File: src/rtl/translater_rr.sv
// translater_rr: multi-lane FIFO funnel.
// CHANNELS = 2**CH_BITS input lanes each feed a DEPTH = 2**DEPTH_BITS word
// FIFO. At most one lane is popped per cycle, either the lane named by
// `selector` (mode=0) or round-robin starting after the last grant
// (mode=1). The popped word appears on the registered output one edge later.
//
// Ports:
//   clk, reset_L          clock, async active-low reset
//   ENB                   pop enable (pushes continue while low)
//   mode, selector        0 = fixed lane `selector`, 1 = round-robin
//   in_data, in_valid     per-lane push data/strobe, lane i at [i*WIDTH +: WIDTH]
//   ovf_clr               clears sticky overflow flags
//   data_out, valid_out,  registered popped word, its valid, its source lane
//   ch_out
//   full, empty           per-lane FIFO status (combinational from counts)
//   overflow              sticky per-lane drop flag
//
// Optional feature: define TRANSLATER_OVF_EN to enable overflow tracking;
// otherwise overflow is tied to zero and ovf_clr is ignored.

module translater_rr_lane #(
  parameter int WIDTH      = 8,
  parameter int DEPTH_BITS = 2
) (
  input  logic             clk,
  input  logic             reset_L,
  input  logic             push_i,
  input  logic             pop_i,
  input  logic [WIDTH-1:0] wdata_i,
  output logic [WIDTH-1:0] rdata_o,
  output logic             full_o,
  output logic             empty_o
);
  localparam int DEPTH = 2 ** DEPTH_BITS;

  logic [WIDTH-1:0]      mem_q [DEPTH];
  logic [DEPTH_BITS-1:0] wr_ptr_q, rd_ptr_q;
  logic [DEPTH_BITS:0]   cnt_q, cnt_d;

  always_comb begin
    cnt_d = cnt_q;
    case ({push_i, pop_i})
      2'b10:   cnt_d = cnt_q + 1'b1;
      2'b01:   cnt_d = cnt_q - 1'b1;
      default: cnt_d = cnt_q;
    endcase
  end

  always_ff @(posedge clk or negedge reset_L) begin
    if (!reset_L) begin
      wr_ptr_q <= '0;
      rd_ptr_q <= '0;
      cnt_q    <= '0;
    end else begin
      if (push_i) wr_ptr_q <= wr_ptr_q + 1'b1;
      if (pop_i)  rd_ptr_q <= rd_ptr_q + 1'b1;
      cnt_q <= cnt_d;
    end
  end

  // Storage needs no reset; count/pointers define what is valid.
  always_ff @(posedge clk) begin
    if (push_i) mem_q[wr_ptr_q] <= wdata_i;
  end

  assign rdata_o = mem_q[rd_ptr_q];
  assign full_o  = (cnt_q == (DEPTH_BITS+1)'(DEPTH));
  assign empty_o = (cnt_q == '0);
endmodule

module translater_rr #(
  parameter int WIDTH      = 8,
  parameter int CH_BITS    = 2,
  parameter int DEPTH_BITS = 2
) (
  input  logic                        clk,
  input  logic                        reset_L,
  input  logic                        ENB,
  input  logic                        mode,
  input  logic [CH_BITS-1:0]          selector,
  input  logic [(2**CH_BITS)*WIDTH-1:0] in_data,
  input  logic [2**CH_BITS-1:0]       in_valid,
  input  logic                        ovf_clr,
  output logic [WIDTH-1:0]            data_out,
  output logic                        valid_out,
  output logic [CH_BITS-1:0]          ch_out,
  output logic [2**CH_BITS-1:0]       full,
  output logic [2**CH_BITS-1:0]       empty,
  output logic [2**CH_BITS-1:0]       overflow
);
  localparam int CHANNELS = 2 ** CH_BITS;

  logic [CHANNELS-1:0][WIDTH-1:0] lane_rdata;
  logic [CHANNELS-1:0]            pop_vec, push_ok;
  logic                           gnt_vld;
  logic [CH_BITS-1:0]             gnt_ch, idx;
  logic [CH_BITS-1:0]             last_grant_q;
  logic [WIDTH-1:0]               data_out_q;
  logic                           valid_out_q;
  logic [CH_BITS-1:0]             ch_out_q;

  // A full lane may still accept a push when it is popped the same cycle.
  assign push_ok = in_valid & (~full | pop_vec);

  for (genvar i = 0; i < CHANNELS; i++) begin : g_lane
    translater_rr_lane #(.WIDTH(WIDTH), .DEPTH_BITS(DEPTH_BITS)) u_lane (
      .clk     (clk),
      .reset_L (reset_L),
      .push_i  (push_ok[i]),
      .pop_i   (pop_vec[i]),
      .wdata_i (in_data[i*WIDTH +: WIDTH]),
      .rdata_o (lane_rdata[i]),
      .full_o  (full[i]),
      .empty_o (empty[i])
    );
  end

  // Grant uses pre-push empty flags, so a word pushed this cycle cannot be
  // popped until the next one. Round-robin scans last_grant+1 .. last_grant;
  // the CH_BITS-wide sum wraps modulo CHANNELS on its own.
  always_comb begin
    gnt_vld = 1'b0;
    gnt_ch  = '0;
    idx     = '0;
    pop_vec = '0;
    if (ENB) begin
      if (!mode) begin
        if (!empty[selector]) begin
          gnt_vld = 1'b1;
          gnt_ch  = selector;
        end
      end else begin
        for (int k = 1; k <= CHANNELS; k++) begin
          idx = last_grant_q + CH_BITS'(k);
          if (!gnt_vld && !empty[idx]) begin
            gnt_vld = 1'b1;
            gnt_ch  = idx;
          end
        end
      end
    end
    if (gnt_vld) pop_vec[gnt_ch] = 1'b1;
  end

  always_ff @(posedge clk or negedge reset_L) begin
    if (!reset_L) begin
      last_grant_q <= CH_BITS'(CHANNELS - 1);
      data_out_q   <= '0;
      valid_out_q  <= 1'b0;
      ch_out_q     <= '0;
    end else begin
      valid_out_q <= gnt_vld;
      if (gnt_vld) begin
        data_out_q <= lane_rdata[gnt_ch];
        ch_out_q   <= gnt_ch;
        if (mode) last_grant_q <= gnt_ch;
      end
    end
  end

  assign data_out  = data_out_q;
  assign valid_out = valid_out_q;
  assign ch_out    = ch_out_q;

`ifdef TRANSLATER_OVF_EN
  logic [CHANNELS-1:0] ovf_q, ovf_d;

  // A drop in the same cycle as ovf_clr wins: the flag stays set.
  always_comb begin
    ovf_d = ovf_clr ? '0 : ovf_q;
    ovf_d = ovf_d | (in_valid & ~push_ok);
  end

  always_ff @(posedge clk or negedge reset_L) begin
    if (!reset_L) ovf_q <= '0;
    else          ovf_q <= ovf_d;
  end

  assign overflow = ovf_q;
`else
  logic unused_ovf_clr;
  assign unused_ovf_clr = ovf_clr;
  assign overflow       = '0;
`endif
endmodule

File: config.mk
export PLATFORM = sky130hd
export DESIGN_NAME = translater_rr
export DESIGN_NICKNAME = d
export VERILOG_FILES = /design/src/rtl/translater_rr.sv
export SDC_FILE = /design/constraint.sdc
export NUM_CORES = 1
export LEC_CHECK = 0
export CAP_MARGIN = 5
export CORE_MARGIN = 5
export CORE_UTILIZATION = 62
export CTS_BUF_LIST = sky130_fd_sc_hd__clkbuf_16
export CTS_CLUSTER_DIAMETER = 60
export DETAILED_ROUTE_END_ITERATION = 6
export GPL_TIMING_DRIVEN = 0
export PLACE_DENSITY_LB_ADDON = 0.25
export SYNTH_ARGS = -nofsm -noshare
export SYNTH_HDL_FRONTEND = slang
export SYNTH_SLANG_ARGS = --single-unit
File: constraint.sdc
create_clock -name clk -period 6.1 [get_ports clk]
set_input_delay 1.22 -clock clk [delete_from_list [all_inputs] [get_ports clk]]
set_output_delay 1.22 -clock clk [all_outputs]
set_load 0.02 [all_outputs]
==> run summary <==
CP Class: input port to register
layout cell share with drive strength beyond 1: 20.4%
fmax: 248 MHz
pre-CTS setup slack: 1.70 ns
Final Power: 4.38 mW
commonest non-fill, non-tap cells in the layout: 128 x edfxtp_1, 59 x clkdlybuf4s50_1, 39 x dfrtp_1, 32 x mux4_2, 29 x inv_1
Synth Area in Compound Gates: 8.23%
max-cap violations: 0
dpl cell area: 0.00849 mm²
cell family with most CP delay: compound AO/OA/AOI/OAI gates
VDD IR max: 448 µV
worst path bufs/invs: 2
DP HPWL: 10.4 mm
vias in the first global route: 4533
min Tclk post-route: 4.03 ns
Largest stage delay, worst path: 0.56 ns
setup ws final: 2.07 ns
Std-Cell Rows: 40
switching part of the total: 33.7%
initial antenna violation count: 0
Initial Util: 63.4%
final count of pins violating max slew: 0
Setup-failing EPs final: 0
post-synthesis cell count: 474
GPL Wtd Cong: 0.787
routed via count: 4287
async set-reset flop share out of synthesis: 24.3%
post-cts sizing count: 0
sequential element share of the synthesized area: 63.7%
largest net degree at the start of global routing: 38
average routed wire per standard cell: 20.8 µm
clock slew at reported path FFs: 0.06 ns
Die ar.: 0.0147 mm²
CTS tree: built
Antenna diodes: 0
Sequential Power Share: 40.0%
PwrDens: 484 mW/mm²
largest family of logic cells by synthesized area: multiplexers
TritonCTS Buffers: 17
hold crit path type: register to register
grt ovf: 0
final wirelength: 15.4 mm
# DRC: 0
setup repair after global routing missed its margin: no
Global Route Usage Sum: 22.7%
IO Port Bufs: 60
status: finished clean
period utilization: 66.1%
Horiz. Die Dim: 121 µm
relative slew slack: 45.6%
post-synthesis adder-cell area fraction: 3.83%
DP Cell Count: 706
Top Ports: 66
H-tree depth: 4
crit-path max FO: 10
WP data arrival: 4.41 ns
global-route wire length before repair: 24.5 mm
final core occ: 75.1%
clock share of power: 23.8%
final hold slack: 0.519 ns
final hold violations: 0
mux cell area share after synthesis: 10.7%
Avg Cell Area, Syn: 16.1 µm²
post-synthesis xor/xnor area fraction: 2.06%
drt via density: 5.82
Slew @ Worst Pin: 0.816 ns
CP max-delay cell: clkdlybuf4s50_1
CTS root buf: clkbuf_16
Clock Skew: 0.00656 ns
simple-gate share of the synthesized area: 7.51%
Non-Filler Instances: 737
critical path cell sequence: clkdlybuf4s50_1 > nand2b_1 > a2111oi_2 > o31ai_2 > a21oi_4 > o21a_4 > buf_6 > nand2_1 > fa_1 > nor4_1 > a211o_1
Post-synth EDFFs: 128
CP required: 6.47 ns
Synth-to-Final Area Change: 18.4%
Final ANT Viol Nets: 0
Core ar.: 0.0121 mm²
synth unique cells: 76
element type at the critical path end: register
Max Root-Sink Buffers: 2
Gate power share: 36.2%
CTS Hold Bufs: 0
setup TNS: 0 ns
yosys warns: 0
# clock sinks: 169
design area: 0.00906 mm²
Die Y: 121 µm
Switch Pwr: 1.48 mW
Setup Fix Bufs, Post-CTS: 0
Leak: 3.28 nW
Layout Nets: 621
FF+latch count, synth: 169
CP Launch Type: input port
commonest non-fill, non-tap cell in the layout: edfxtp_1
area of the mapped netlist: 0.00765 mm²
Most used DFF post-synth: edfxtp_1
Pint: 2.90 mW
Starting DRT DRC Count: 285
clk_lat worst skew: 0.43 ns
Initial DRT Pass Iterations: 5
## power groups by stage
stage / logic (mW) / registers [mW] / clock network, mW
floorplan: 1.10 / 1.75 / 0
global placement: 1.51 / 1.74 / 0
detailed placement: 1.58 / 1.76 / 0
CTS: 1.61 / 1.75 / 1.06
global route: 1.73 / 1.78 / 1.12
finish: 1.59 / 1.75 / 1.04
## cells by family (layout without fill, tap and decap cells)
logic type,count (synthesis),after routing
XOR/XNOR,18,18
AO/OA/AOI/OAI,62,62
AND/OR/NAND/NOR,102,102
multiplexers,41,41
adder cells (fa/ha/maj),21,21
other,1,4
flip-flops,169,169
buffers and inverters,60,152
## layer usage
| layer | wire [µm] | vias to the layer above | global-route usage (%) | part of all wire, % |
|---|---|---|---|---|
| li1 | - | 1940 | - | - |
| met1 | 6220 | 2173 | 29.0 | 40 |
| met2 | 7860 | 146 | 37.0 | 51 |
| met3 | 864 | 28 | 6.48 | 5.6 |
| met4 | 415 | 0 | 8.57 | 2.7 |
| met5 | 0 | - | 0 | 0 |
## synth_stat cells (3+ instances only)
library cell / instances / area [µm²]
o21ai_1: 4 / 20.0
buf_1: 8 / 30.0
ha_1: 17 / 213
nor4_1: 6 / 37.5
clkbuf_1: 3 / 11.3
and2_1: 19 / 119
a311oi_1: 7 / 61.3
inv_1: 29 / 109
nand3_1: 3 / 15.0
nor3_1: 4 / 20.0
a211o_1: 3 / 26.3
a211oi_1: 8 / 60.1
or3_4: 3 / 33.8
nor2_1: 15 / 56.3
o21ai_0: 6 / 30.0
mux2_1: 3 / 33.8
nand2_1: 27 / 101
mux2i_1: 3 / 30.0
xor2_1: 4 / 35.0
fa_1: 4 / 80.1
buf_4: 15 / 113
edfxtp_1: 128 / 3840
a21oi_1: 4 / 20.0
mux4_2: 32 / 721
and2_0: 7 / 43.8
xnor2_1: 14 / 123
dfrtp_1: 39 / 976
## state kept, by name, summed over array words and instances, names as in the netlist
register                flops
ch_out                      2
data_out                    8
g_lane.u_lane.cnt_q        12
g_lane.u_lane.mem_q       128
g_lane.u_lane.rd_ptr_q      8
g_lane.u_lane.wr_ptr_q      8
last_grant_q                2
valid_out                   1
## worst paths after layout
| kind | from | endpoint | slack, ns | cells past startpoint |
|---|---|---|---|---|
| min reg2reg | g_lane[3].u_lane.cnt_q[2] | g_lane[3].u_lane.cnt_q[2] | 0.52 | 1 |
| max reg2reg | g_lane[3].u_lane.cnt_q[0] | g_lane[3].u_lane.cnt_q[2] | 2.86 | 14 |
| min in group asynchronous | reset_L | g_lane[0].u_lane.wr_ptr_q[1] | 0.63 | 1 |
| min | g_lane[3].u_lane.cnt_q[2] | g_lane[3].u_lane.cnt_q[2] | 0.52 | 1 |
| max | mode | g_lane[0].u_lane.cnt_q[1] | 2.07 | 11 |
| max in group asynchronous | reset_L | last_grant_q[1] | 4.95 | 2 |
## area by class of cell
cell class / count / area (µm²)
Sequential cell: 169 / 4870
Fill cell: 709 / 3000
Multi-Input combinational cell: 248 / 2490
Timing Repair Buffer: 61 / 616
Clock buffer: 17 / 425
Tap cell: 168 / 210
Buffer: 27 / 165
Clock inverter: 14 / 146
Inverter: 33 / 133
No activity file was read; power rests on OpenSTA's default activity.
